===== config.mk =====
export PLATFORM = sky130hd
export DESIGN_NAME = pipelined_nbyone_mux
export DESIGN_NICKNAME = d
export VERILOG_FILES = /design/src/rtl/mux_pkg.sv /design/src/rtl/mux2_stage.sv /design/src/rtl/pipelined_nbyone_mux.sv
export SDC_FILE = /design/constraint.sdc
export NUM_CORES = 1
export LEC_CHECK = 0
export ABC_AREA = 1
export CAP_MARGIN = 20
export CORE_AREA = 2 2 39 41
export DETAILED_ROUTE_END_ITERATION = 12
export DIE_AREA = 0 0 41 43
export DONT_BUFFER_PORTS = 1
export PLACE_DENSITY = 0.41
export SETUP_SLACK_MARGIN = 0.5
export SYNTH_ARGS = -nofsm -noshare
export SYNTH_HDL_FRONTEND = slang
export SYNTH_SLANG_ARGS = --single-unit

===== constraint.sdc =====
create_clock -name clk -period 1.2 [get_ports clk]
set_clock_uncertainty 0.15 [all_clocks]
set_input_delay 0.12 -clock clk [delete_from_list [all_inputs] [get_ports clk]]
set_output_delay 0.12 -clock clk [all_outputs]
set_load 0.01 [all_outputs]

===== src/rtl/mux_pkg.sv =====
// Shared constants for pipelined_nbyone_mux: select-mode encodings and default geometry.
package mux_pkg;

  localparam logic MODE_DIRECT   = 1'b0;
  localparam logic MODE_SCAN     = 1'b1;

  localparam int   MUX_N_DEFAULT = 4;
  localparam int   MUX_W_DEFAULT = 1;

endpackage


===== src/rtl/mux2_stage.sv =====
// W-bit 2:1 mux node; REG=1 registers data and valid under a shared enable, REG=0 is pure logic.
module mux2_stage #(
  parameter int W   = 1,
  parameter bit REG = 1'b0
) (
  input  logic         clk,
  input  logic         rst,
  input  logic         en,
  input  logic         sel,
  input  logic         valid_in,
  input  logic [W-1:0] d0,
  input  logic [W-1:0] d1,
  output logic [W-1:0] q,
  output logic         valid_out
);

  logic [W-1:0] mux;

  assign mux = sel ? d1 : d0;

  generate
    if (REG) begin : g_reg
      always_ff @(posedge clk) begin
        // NOTE: data is reset along with valid so a flushed pipe presents zero, not stale bits.
        if (rst) begin
          q         <= '0;
          valid_out <= 1'b0;
        end else if (en) begin
          q         <= mux;
          valid_out <= valid_in;
        end
      end
    end else begin : g_comb
      logic unused_ctrl;
      assign unused_ctrl = ^{clk, rst, en};
      assign q           = mux;
      assign valid_out   = valid_in;
    end
  endgenerate

endmodule


===== src/rtl/pipelined_nbyone_mux.sv =====
// N:1 W-bit mux tree with valid/ready handshake, direct/scan select and a global stall enable.
// Build option MUX_PIPE_EN: register every tree level (latency SELW) instead of one output register.
module pipelined_nbyone_mux
  import mux_pkg::*;
#(
  parameter int N    = MUX_N_DEFAULT,
  parameter int W    = MUX_W_DEFAULT,
  parameter int SELW = $clog2(N)
) (
  input  logic            clk,
  input  logic            rst,
  input  logic [N*W-1:0]  data_in,
  input  logic [SELW-1:0] sel,
  input  logic            mode,
  input  logic            in_valid,
  output logic            in_ready,
  output logic            out_valid,
  input  logic            out_ready,
  output logic [W-1:0]    data_out,
  output logic [SELW-1:0] sel_out
);

`ifdef MUX_PIPE_EN
  localparam bit PIPE = 1'b1;
`else
  localparam bit PIPE = 1'b0;
`endif
  // Depth of the select side-pipe: one entry per registered stage.
  localparam int D = PIPE ? SELW : 1;

  logic            en;
  logic            accept;
  logic [SELW-1:0] scan_cnt;
  logic [SELW-1:0] eff_sel;
  logic [SELW-1:0] sel_pipe [D];
  logic [SELW-1:0] lvl_bit;

  // Heap-ordered tree: node j has children 2j and 2j+1, leaves N..2N-1 are the channels.
  logic [W-1:0]    t_data [1:2*N-1];
  logic            t_vld  [1:2*N-1];

  assign en       = !out_valid || out_ready;
  assign in_ready = en;
  assign accept   = in_valid && en;
  assign eff_sel  = (mode == MODE_DIRECT) ? sel : scan_cnt;

  always_ff @(posedge clk) begin
    if (rst) begin
      scan_cnt <= '0;
    end else if (accept && mode == MODE_SCAN) begin
      scan_cnt <= scan_cnt + SELW'(1);
    end
  end

  always_ff @(posedge clk) begin
    if (rst) begin
      for (int i = 0; i < D; i++) sel_pipe[i] <= '0;
    end else if (en) begin
      sel_pipe[0] <= eff_sel;
      for (int i = 1; i < D; i++) sel_pipe[i] <= sel_pipe[i-1];
    end
  end

  generate
    // Level i steers with bit i of the select that entered alongside its data.
    for (genvar i = 0; i < SELW; i++) begin : g_lsel
      if (PIPE && i > 0) begin : g_piped
        assign lvl_bit[i] = sel_pipe[i-1][i];
      end else begin : g_direct
        assign lvl_bit[i] = eff_sel[i];
      end
    end

    for (genvar k = 0; k < N; k++) begin : g_leaf
      assign t_data[N+k] = data_in[k*W +: W];
      assign t_vld[N+k]  = in_valid;
    end

    for (genvar j = 1; j < N; j++) begin : g_node
      localparam int LVL = SELW - $clog2(j + 1);
      mux2_stage #(
        .W   (W),
        .REG (PIPE)
      ) u_mux2 (
        .clk       (clk),
        .rst       (rst),
        .en        (en),
        .sel       (lvl_bit[LVL]),
        .valid_in  (t_vld[2*j] & t_vld[2*j+1]),
        .d0        (t_data[2*j]),
        .d1        (t_data[2*j+1]),
        .q         (t_data[j]),
        .valid_out (t_vld[j])
      );
    end

    if (PIPE) begin : g_out_tree
      assign data_out  = t_data[1];
      assign out_valid = t_vld[1];
    end else begin : g_out_reg
      always_ff @(posedge clk) begin
        if (rst) begin
          data_out  <= '0;
          out_valid <= 1'b0;
        end else if (en) begin
          data_out  <= t_data[1];
          out_valid <= t_vld[1];
        end
      end
    end
  endgenerate

  assign sel_out = sel_pipe[D-1];

endmodule


==> impl_metrics.toml, run 1 <==
[route]
wire_per_inst_um = 10.25
viasPerCell = 4.632
num_vias = 315
drtIter0Drc = 3
drc = 0
first_pass_iters = 4
ant_nets = 0
routed_wl_um = 697

[clocking]
cts_tree = "yes"
cts_buffers = 3
path_clk_slew_ps = 50
cts_max_level = 1
clock-sinks = 6
clockBufferDepth = 2
cts_root_buf = "clkbuf_4"
clk_latency_ps = 240

[setup_path]
crit_type = "flop to flop"
r2r-start = "out_valid"
worst_setup_path_end_kind = "flop"
reg2reg_slack_ps = 120
crit_end = "sel_pipe[0][1]"
reg2regPathDepth = 3
cp.arrival_ps = 930
path_max_fanout = 4
cp_data_required_time_ps = 1040
timing.rr.end = "sel_pipe[0][1]"
cp-startpoint = "out_valid"
critical_path.startpoint_type = "flop"

[yosys]
synth-seq-cells = 6
yosys-top-cells-area = "dfxtp_1 22%, edfxtp_1 17%, nand2_1 16%"
yosysSeqAreaShare_pct = 39.30
synth_cells = 48
syn-num-nets = 59
ys.warnings.count = 0
synth_top_area_cell = "dfxtp_1"
yosys.area.top_type_share_pct = 22.46
yosys.cell_types.count = 16
syn_avg_cell_area_um2 = 7.429
synth_area_um2 = 356.6

[power]
sw_frac_of_total_pct = 26.86
power_frac_comb_pct = 14.2
power.share.sequential_pct = 47.0
p_sw_mw = 0.1411
intPower_mw = 0.3841
ir_worst_vdd_v = 0.0002087
power_density_mw_per_mm2 = 1196
p_leak_nw = 0.2009
clockPowerShare_pct = 38.8

[global_routing]
grt_max_degree = 6
grt_pass1_wl_mm = 1.138
overflow = 0
grt_pass1_vias = 290
grt_usage_pct = 10.05
antenna_found_initial = 0

[timing]
finalSetupViolations = 0
tightest_slew_ps = 230.2
fin_crit_sh_pct = 90.33
rsz0062_at_grt = "true"
fin_hold_ws_ps = -218.1
fmax_mhz = 922.5
finalHoldViolations = 6
maxSlewHeadroom_pct = 84.64
period_minus_slack_ps = 1084
setup_tns_ps = 0
slew_violations = 0

[final_layout]
final_util_pct = 31.74
fin_nets = 64
drive_above_1_share_pct = 46.15
area_delta_synth_final_pct = 23.16
fillers = 156
antenna_cells = 0

[job]
max_cap_violations = 0

[die]
initial_core_util_pct = 25.77
die_h_um = 43
fp.dieArea_mm2 = 0.001763
core_mm2 = 0.001384
die_w_um = 41
ios = 16
row_count = 14

[place]
place.gp.congestion = 0.6918
detailed_place_hpwl_um = 594.1
io_buffer_count = 0

[status]
violations = "negative hold slack"
status = "finished with violations"

[min_path]
hp-class = "input pin to flop"
layout make-up:
type	count	area, um2	share of cell area, %
Multi-Input combinational cell	34	215.2	49.00
Sequential cell	6	147.6	33.62
Inverter	8	30.03	6.838
Clock buffer	4	26.28	5.983
Tap cell	16	20.02	4.558
critical path, cell delays in order, from the launching register on:
cell and delay, ps:
dfxtp_4 370, inv_2 50, nor2_4 170, nand2_2 100
registers in the layout (all words and copies together) (netlist names):
register	flops
scan_cnt	2
sel_pipe	2
out_valid	1
data_out	1
cell usage in the layout (no fill, tap or decap):
master / instances
nand2_1: 12
nand2_2: 5
inv_1: 5
inv_2: 3
nor2_4: 3
nand3_2: 3
a21oi_1: 3
clkbuf_4: 3
dfxtp_2: 3
nand3b_1: 2
edfxtp_1: 2
nand2_4: 1
nor2_2: 1
nand3_1: 1
o21ai_2: 1
xor2_1: 1
o21ai_0: 1
clkbuf_1: 1
dfxtp_4: 1
power groups by stage:
stage	clock network [mW]	registers, mW	logic, mW
after floorplan	0	0.246	0.0594
after global placement	0	0.249	0.0685
after detailed placement	0	0.249	0.0692
after CTS	0.210	0.247	0.0726
after global routing	0.221	0.249	0.0863
final	0.204	0.247	0.0744
how the worst min path moves through the flow:
stage          startpoint           to  slack, ps  depth (start not counted)
2_1_floorplan         rst  scan_cnt[1]         40                          1
3_3_place_gp          rst  scan_cnt[1]         40                          1
3_5_place_dp          rst  scan_cnt[1]         40                          1
4_1_cts               rst  scan_cnt[1]       -220                          1
5_1_grt               rst  scan_cnt[1]       -220                          1
6_report              rst  scan_cnt[1]       -220                          1
per-stage QoR:
stage	setup WS, ps	area, um2	hold slack [ps]	total power, mW	std cells
after floorplan	203.4	372.9	39.07	0.3054	48
after global placement	147.2	392.9	41.90	0.3171	64
after detailed placement	146.8	392.9	40.98	0.3181	64
after CTS	154.1	429.2	-216.0	0.5290	68
after global routing	50.69	439.2	-216.9	0.5568	68
final	116.0	439.2	-218.1	0.5252	68
Yosys cell counts (all sizes together):
| cell type | n |
|---|---|
| edfxtp | 2 |
| nand3b | 2 |
| o21ai | 2 |
| nand2 | 18 |
| xor2 | 1 |
| dfxtp | 4 |
| inv | 8 |
| nand3 | 4 |
| a21oi | 3 |
| nor2 | 4 |
logic make-up (layout without fill, tap and decap cells):
logic type,after synthesis,count (layout),synth area share (%)
and+or+nand+nor,28,28,42.80
buffers and inverters,8,12,8.421
DFF,6,6,39.30
AOI/OAI and AO/OA,5,5,7.014
xor gates and xnor gates,1,1,2.457
what timing repair did:
item	CTS	global route
setup buffers	0	0
endpoints found under the hold margin	6	6
pin swaps	1	4
gates resized for setup	4	3
setup endpoints to repair	13	13
metal layers:
metal	vias to the layer above	global-route usage (%)	wire (um)
met1	139	11.94	289
met5	-	0	0
met4	0	12.00	19
li1	159	-	-
met2	15	13.13	350
met3	2	1.571	38
Note: power is estimated with default switching activity, not from simulation.
==> inputs of run 2 (changes only) <==
--- a/config.mk
+++ b/config.mk
@@ -6,7 +6,6 @@
 export NUM_CORES = 1
 export LEC_CHECK = 0
 export ABC_AREA = 1
-export CAP_MARGIN = 20
 export CORE_AREA = 2 2 39 41
 export DETAILED_ROUTE_END_ITERATION = 12
 export DIE_AREA = 0 0 41 43
==> results of run 2 <==
The final DEF is identical to that of run 1; final timing and power are the same.
==> inputs of run 3 (changes only) <==
--- a/config.mk
+++ b/config.mk
@@ -11,6 +11,7 @@
 export DIE_AREA = 0 0 41 43
 export DONT_BUFFER_PORTS = 1
 export PLACE_DENSITY = 0.41
+export RECOVER_POWER = 25
 export SETUP_SLACK_MARGIN = 0.5
 export SYNTH_ARGS = -nofsm -noshare
 export SYNTH_HDL_FRONTEND = slang
==> impl_metrics.toml, run 3 (same netlist as run 1, synthesis figures left out) <==
[die]
fp.dieArea_mm2 = 0.001763
core_mm2 = 0.001384
die_w_um = 41
row_count = 14
die_h_um = 43
initial_core_util_pct = 25.77
ios = 16

[place]
detailed_place_hpwl_um = 594.1
io_buffer_count = 0
place.gp.congestion = 0.6918
pre_cts_ws_ps = 146.8

[clocking]
clock-sinks = 6
path_clk_slew_ps = 50
cts_max_level = 1
clockBufferDepth = 2
cts_tree = "yes"
cts_setup_buffers = 0
cts_root_buf = "clkbuf_4"
cts_buffers = 3
clk_latency_ps = 240

[setup_path]
critical_path.startpoint_type = "flop"
r2r-start = "out_valid"
cp-startpoint = "out_valid"
path_max_fanout = 4
crit_type = "flop to flop"
worst_setup_path_end_kind = "flop"
cp.arrival_ps = 930
reg2reg_slack_ps = 120
cp_data_required_time_ps = 1040

[power]
power_frac_comb_pct = 14.2
sw_frac_of_total_pct = 26.91
finalPower_mw = 0.5242
intPower_mw = 0.3832
ir_worst_vdd_v = 0.0002086
clockPowerShare_pct = 38.9
p_sw_mw = 0.1411
power_density_mw_per_mm2 = 1197
power.share.sequential_pct = 46.9
p_leak_nw = 0.2006

[global_routing]
gr-usage-met3_pct = 1.571
top_usage_layer = "met2"
grt_pass1_vias = 290
grt_usage_pct = 10.05
overflow = 0
antenna_found_initial = 0
grtUsageMet1_pct = 11.94
grt_pass1_wl_mm = 1.138
grt_max_degree = 6
grtUsageMet2_pct = 13.13

[status]
violations = "negative hold slack"
status = "finished with violations"

[timing]
worst_slack_ps = 116.0
tightest_slew_ps = 230.2
finalHoldViolations = 6
fmax_mhz = 922.5
slew_violations = 0
rsz0062_at_grt = "true"
period_minus_slack_ps = 1084
fin_hold_ws_ps = -218.1
setup_tns_ps = 0
finalSetupViolations = 0
maxSlewHeadroom_pct = 84.64
fin_crit_sh_pct = 90.33

[final_layout]
layout_commonest_cell = "nand2_1"
area_delta_synth_final_pct = 22.81
fillers = 157
fin_nets = 64
drive_above_1_share_pct = 44.23
antenna_cells = 0
most-common-layout-cells = "12 x nand2_1, 5 x nand2_2, 5 x inv_1"
top_regs = "scan_cnt (2), sel_pipe (2)"

[min_path]
min_from = "rst"
hp-class = "input pin to flop"

[job]
max_cap_violations = 0

[route]
viasPerCell = 4.632
first_pass_iters = 4
ant_nets = 0
num_vias = 315
drc = 0
drtIter0Drc = 3
wire_per_inst_um = 10.25
routed_wl_um = 697
-- run 3: cell counts in the layout (fill, tap and decap cells not counted) --
Identical to the previous run, type by type.
-- run 3: layout make-up --
cell class,instances,area [um2],area share [%]
clock buffers,4,26.28,6.000
flip-flops and latches,6,146.4,33.43
well taps,16,20.02,4.571
inverters,8,30.03,6.857
multi-input cells,34,215.2,49.14
-- run 3: stage by stage --
stage	util [%]	cells	area (um2)
finish	31.65	68	437.9
global route	31.65	68	437.9
CTS	31.01	68	429.2
detailed placement	28.39	64	392.9
global placement	28.39	64	392.9
floorplan	-	48	372.9
-- run 3: layer usage --
layer | routed length (um) | up-vias
met5 | 0 | -
met4 | 19 | 0
met3 | 38 | 2
met2 | 350 | 15
met1 | 289 | 139
li1 | - | 159
-- run 3: repair_timing --
action,CTS,global route
resized for setup,4,3
pin swaps,1,4
hold endpoints to repair,6,6
endpoints found under the setup margin,13,13
-- run 3: power groups by stage --
| stage | clock network [mW] | logic (mW) | registers, mW |
|---|---|---|---|
| 4_1_cts | 0.210 | 0.0726 | 0.247 |
| 3_5_place_dp | 0 | 0.0692 | 0.249 |
| 3_3_place_gp | 0 | 0.0685 | 0.249 |
| 6_report | 0.204 | 0.0744 | 0.246 |
| 2_1_floorplan | 0 | 0.0594 | 0.246 |
| 5_1_grt | 0.221 | 0.0863 | 0.248 |
-- run 3: final timing paths --
| check | end | cells past startpoint |
|---|---|---|
| worst min register to register | scan_cnt[0] | 1 |
| worst min-delay path | scan_cnt[1] | 1 |
| worst max register to register | sel_pipe[0][1] | 3 |
| worst max-delay path | sel_pipe[0][1] | 3 |
-- run 3: worst max-delay path, cell delays in order (launching register included) --
cell and delay, ps:
dfxtp_4 370, inv_2 50, nor2_4 170, nand2_2 100
